[config.mk]
export PLATFORM = sky130hd
export DESIGN_NAME = serial_add_sequencer
export DESIGN_NICKNAME = d
export VERILOG_FILES = /design/src/rtl/serial_add_sequencer.sv
export SDC_FILE = /design/constraint.sdc
export NUM_CORES = 1
export LEC_CHECK = 0
export BUFFER_PORTS_ARGS = -buffer_cell sky130_fd_sc_hd__buf_2
export CORE_MARGIN = 8
export CORE_UTILIZATION = 49
export CTS_CLUSTER_DIAMETER = 40
export DETAILED_ROUTE_END_ITERATION = 8
export PLACE_DENSITY = 0.84
export SLEW_MARGIN = 20
export SYNTH_ARGS = -nofsm -noshare
export SYNTH_HDL_FRONTEND = slang
export SYNTH_SLANG_ARGS = --single-unit
[constraint.sdc]
create_clock -name CLK -period 3.6 [get_ports CLK]
set_clock_uncertainty 0.05 [all_clocks]
set_input_delay 0.36 -clock CLK [delete_from_list [all_inputs] [get_ports CLK]]
set_output_delay 0.36 -clock CLK [all_outputs]
set_load 0.02 [all_outputs]
[src/rtl/serial_add_sequencer.sv]
// Bit-serial add/subtract sequencer driving one external full adder, LSB first.
// Operands are latched on START; one bit is processed per clock in SHIFT.
module serial_add_sequencer #(
    parameter int WIDTH = 8
) (
    input  logic             CLK,
    input  logic             RESET,
    input  logic             START,
    input  logic             SUB,
    input  logic [WIDTH-1:0] OPERAND1,
    input  logic [WIDTH-1:0] OPERAND2,
    output logic             FA_A,
    output logic             FA_B,
    output logic             FA_C,
    input  logic             FA_SUM,
    input  logic             FA_CARRY,
    output logic             BUSY,
    output logic             DONE,
    output logic [WIDTH-1:0] RESULT,
    output logic             CARRY_OUT,
    output logic             OVERFLOW,
    output logic [1:0]       DEBUG_STATE
);

    localparam int CW = (WIDTH > 2) ? $clog2(WIDTH) : 1;

    typedef enum logic [1:0] {
        IDLE  = 2'd0,
        SHIFT = 2'd1,
        FIN   = 2'd2
    } state_t;

    state_t           state, state_d;
    logic [WIDTH-1:0] a_sh, b_sh, r_sh;
    logic             carry_q;
    logic [CW-1:0]    count;
    logic             last_bit;

    assign last_bit = (state == SHIFT) && (count == CW'(WIDTH - 1));

    always_ff @(posedge CLK or posedge RESET) begin
        if (RESET) state <= IDLE;
        else       state <= state_d;
    end

    always_comb begin
        state_d = state;
        case (state)
            IDLE:    if (START) state_d = SHIFT;
            SHIFT:   if (last_bit) state_d = FIN;
            FIN:     state_d = IDLE;
            default: state_d = IDLE;
        endcase
    end

    // Adder inputs come straight from registers and are forced low outside SHIFT.
    assign FA_A        = (state == SHIFT) & a_sh[0];
    assign FA_B        = (state == SHIFT) & b_sh[0];
    assign FA_C        = (state == SHIFT) & carry_q;
    assign BUSY        = (state != IDLE);
    assign DONE        = (state == FIN);
    assign DEBUG_STATE = state;

    always_ff @(posedge CLK or posedge RESET) begin
        if (RESET) begin
            a_sh      <= '0;
            b_sh      <= '0;
            r_sh      <= '0;
            carry_q   <= 1'b0;
            count     <= '0;
            RESULT    <= '0;
            CARRY_OUT <= 1'b0;
            OVERFLOW  <= 1'b0;
        end else begin
            case (state)
                IDLE: begin
                    if (START) begin
                        a_sh    <= OPERAND1;
                        b_sh    <= SUB ? ~OPERAND2 : OPERAND2;
                        carry_q <= SUB;
                        count   <= '0;
                    end
                end
                SHIFT: begin
                    r_sh    <= {FA_SUM, r_sh[WIDTH-1:1]};
                    a_sh    <= a_sh >> 1;
                    b_sh    <= b_sh >> 1;
                    carry_q <= FA_CARRY;
                    count   <= count + 1'b1;
                    // carry_q here is the carry into the MSB position.
                    if (last_bit) begin
                        RESULT    <= {FA_SUM, r_sh[WIDTH-1:1]};
                        CARRY_OUT <= FA_CARRY;
                        OVERFLOW  <= carry_q ^ FA_CARRY;
                    end
                end
                default: ;
            endcase
        end
    end

endmodule
; ---- Yosys cells after proc, flatten, opt, wreduce, memory -nomap -nowiden
; Index checks and enable logic that the tools add are counted.
[classes]
add_sub_neg = 1
n_eq_ne = 5
n_mux = 12
bitwise = 5
reduce_logical = 7
[op_table]
columns = operator, n
row1 = $pmux 8 s2, 2
row2 = $mux 8, 3
row3 = $not 8->8, 1
row4 = $pmux 3 s2, 1
row5 = $reduce_and 2->1, 3
row6 = $mux 2, 2
row7 = $ne 2x2->1 const B, 2
row8 = $pmux 2 s2, 1
row9 = $reduce_bool 2->1, 2
row10 = $add 3x1->3 const B, 1
row11 = $and 1x1->1, 3
row12 = $eq 3x3->1 const B, 1
row13 = $mux 3, 1
row14 = $eq 2x1->1 const B, 1
row15 = $eq 2x2->1 const B, 1
row16 = $logic_not 2->1, 1
row17 = $pmux 1 s2, 1
row18 = $logic_and 1x1->1, 1
row19 = $mux 1, 1
row20 = $xor 1x1->1, 1
[word_totals]
register_bits = 40
in_bits = 22
output_inout_bits = 17
word_cells = 39

; ---- Longest topological paths before layout
[logic_depth]
depth_word = 4
depth_mapped = 6
mapped_depth_nobuf = 5

; ---- Worst setup path before layout
; Ideal clock, no wire load.
[synth_path]
path_type = register -> output
from = register state[0] (netlist: DEBUG_STATE[0])
to = output port FA_A
arrival_ps = 1205
required_time_ps = 3190
path_slack_ps = 1985
stages_incl_launch_ff = 5
path_cell_list = dfrtp_1 > nor2b_2 > buf_6 > buf_8 > and2_1
[synth_via]
elab_chain_cells = 2
[synth_rtl]
columns = item, line_no
row1 = from (decl), 33  ; state_t state, state_d;
row2 = from (signal assigned), 43  ; else state <= state_d;
row3 = $eq 2x1->1, 57  ; assign FA_A = (state == SHIFT) & a_sh[0];
row4 = $and 1x1->1, 57
row5 = to (decl), 12  ; output logic FA_A,
; No other way between the ends.

; ---- Worst setup path in the final report
; Same ends and word-level chain as after synthesis.

==> qor.csv <==
stage,metric,value,unit
worst_setup_path,worst-endpoint-required,3190,ps
logic_synthesis,synth_top_area_cell,dfrtp_1,
clocking,clk_pin_slew,110,ps
worst_setup_path,r2r_end,r_sh[4],
worst_setup_path,critPathLaunchType,flip-flop,
grt,grt_pass1_vias,1237,
worst_setup_path,r2r_setup_slack,1470,ps
sta,tightestPinTransition,917,ps
worst_setup_path,r2r.worst_path.cells,2,
clocking,cts-hold-fix-buffers,0,
die,row_count,22,
logic_synthesis,synth_cells,143,
die,core,3580,sq um
logic_synthesis,synth_most_common_cell,dfrtp_1,
die,start_util,49.4,%
die,dieArea,5790,sq um
grt,grt_pass1_wl,5700,microns
worst_setup_path,worstPathCellList,"nor2b_2, and2_1, buf_2",
detailed_routing,wl,3390,microns
grt,grt.overflow.total,0,
logic_synthesis,synth-seq-cells,39,
grt,grtUsageTotal,12.0,%
clocking,cts.sinks,39,
sta,hold_slack,147,ps
sta,slew_violations,0,
power,leakage,1.03,nW
finish,fill_cells,322,
sta,hold_viol,0,
clocking,numCtsBuffers,5,
clocking,htree_num_levels,2,
clocking,clk_path_buf_depth,2,
grt,grt_max_degree,28,
finish,register_area,976,sq um
logic_synthesis,synthArstFlopShare,100,%
worst_setup_path,crit_type,reg -> out,
worst_setup_path,crit_end,FA_A,
sta,timing.final.crit_share,74.6,%
logic_synthesis,synth_area,1770,sq um
worst_setup_path,r2r-start,DEBUG_STATE[0],
clocking,tritoncts,yes,
detailed_routing,ant_nets,0,
finish,drive_gt1_share,38.1,%
logic_synthesis,synth_area_leaders,"dfrtp_1 55%, mux2_2 11%, and3b_1 4.0%",
clocking,cts_resized,0,
finish,multi_input_area,701,sq um
die,dieHeight,76.1,microns
placed_design,dp_hpwl,2370,microns
die,io_pins,39,
logic_synthesis,synth_top_area_share,55.2,%
detailed_routing,wl_per_cell,14.8,microns
run_status,status,"finished, final reports clean",
worst_setup_path,crit_path_start,DEBUG_STATE[0],
finish,final_net_count,204,
placed_design,finalWeightedCongestion,0.692,
die,die_x,76.1,microns
detailed_routing,dr.pass1.iters,4,
sta,setup_viol,0,
sta,fin_setup_tns,0,ps
sta,fmax,0.372,GHz
grt,antenna_found_initial,0,
sta,maxSlewHeadroom,38.8,%
finish,num_antenna_cells,0,
detailed_routing,drtIter0Drc,122,
worst_setup_path,cp-end-kind,output pin,
clocking,cts_root_buf,clkbuf_4,
logic_synthesis,synth-edff-count,0,
logic_synthesis,syn-num-nets,167,
worst_setup_path,cpMaxStageDelayCell,dfrtp_1,
clocking,cts_setup_buffers,0,
logic_synthesis,synth_cell_types,29,
worst_setup_path,critPathMaxStageDelay,810,ps
sta,period_minus_slack,2690,ps
worst_setup_path,crit_fanout,27,
min_path,hp-class,in -> async,
finish,area_growth,14.1,%
power,ir_worst_vdd,0.426,mV
detailed_routing,vias,1187,
detailed_routing,route.detailed.drc,0,
logic_synthesis,syn_avg_cell_area,12.4,sq um
logic_synthesis,synthTopCellsByCount,"39 x dfrtp_1, 17 x mux2_2, 9 x nand2_1, 9 x o21ai_0",
sta,grt_setup_unrepaired,no,
flow_run,cap_violations,0,
logic_synthesis,yosysSeqAreaShare,55.2,%
clocking,worstSkewPairLatency,350,ps
logic_synthesis,yosys_warnings,0,
detailed_routing,via_per_inst,5.18,
power,p_per_area,789,nW/um^2
placed_design,io_buffers,38,
worst_setup_path,arrival,2280,ps
logic_synthesis,ys_dominant_reg_cell,dfrtp_1,
[through the flow]
step | instances | util, % | total power, W | setup slack (ps) | cell area (sq um)
3_5_place_dp | 221 | 55.0 | 0.00140 | 1260 | 1970
2_1_floorplan | 143 | - | 0.00124 | 1980 | 1770
3_3_place_gp | 221 | 55.0 | 0.00137 | 1300 | 1970
4_1_cts | 229 | 56.4 | 0.00161 | 879 | 2020
5_1_grt | 229 | 56.4 | 0.00170 | 697 | 2020
6_report | 229 | 56.4 | 0.00159 | 913 | 2020
[layer usage]
layer,wire (microns),GRT usage (%),vias to the layer above,share of wire (%)
li1,-,-,580,-
met1,1540,14.3,568,45
met2,1570,18.8,36,46
met3,255,5.54,3,7.5
met4,23,3.46,0,0.68
met5,0,0,-,0
[critical path: cells and delay by family (launching register included)]
| kind | cells | cell delay (ps) |
|---|---|---|
| and+or+nand+nor | 2 | 960 |
| DFF | 1 | 810 |
| buffers and inverters | 1 | 160 |
[area by class of cell]
class                   count  share of cell area (%)
well taps                  48                    2.98
clock inverters             1                   0.248
clock buffers               7                    2.23
repair buffers             40                    10.2
flip-flops and latches     39                    48.4
inverters                   7                    1.30
multi-input cells          87                    34.7
[kinds of logic (layout without fill, tap and decap cells)]
logic type      Yosys count  in the layout  share of synthesized area, %
fa+ha+maj                 2              2                          1.41
buf+inv                  17             55                          5.23
compound gates           29             29                          11.2
mux                      18             18                          11.4
flops                    39             39                          55.2
simple gates             29             29                          11.2
xor+xnor                  9              9                          4.46
[registers in the layout, summed over array words and instances (netlist names)]
name / flops
RESULT: 8
a_sh: 8
b_sh: 8
r_sh: 7
OVERFLOW: 1
CARRY_OUT: 1
carry_q: 1
DEBUG_STATE: 2
count: 3
[how the worst min path moves through the flow]
stage	startpoint	to	slack, ps	cells after the start
2_1_floorplan	a_sh[0]	a_sh[0]	390	2
3_3_place_gp	OVERFLOW	OVERFLOW	410	2
3_5_place_dp	a_sh[3]	a_sh[3]	430	2
4_1_cts	RESET	RESULT[2]	170	2
5_1_grt	OPERAND1[7]	a_sh[7]	170	2
6_report	RESET	a_sh[7]	150	2
[cell usage in the layout, fill, tap and decap left out]
cell,instances
dfrtp_1,39
clkbuf_4,5
and2_1,3
xnor2_1,1
and3b_1,8
clkinv_2,1
nor2b_1,1
nor2_1,1
a221o_1,3
a21oi_1,8
and3b_2,3
mux2i_1,1
ha_1,2
a22o_1,4
or2_2,1
buf_4,2
a222oi_1,4
nor3b_2,1
clkbuf_1,2
buf_2,38
nand3b_1,1
mux2_2,17
o21bai_1,1
nand2_1,9
inv_1,7
nor2b_2,1
o21ai_0,9
xor2_1,8
[where the power goes]
group          internal (W)  total (W)  switching (W)
sequential         0.000626   0.000759       0.000133
combinational      0.000302   0.000620       0.000318
clock             0.0000762   0.000213       0.000137
total               0.00100    0.00159       0.000588
(Power assumes the default switching activity.)
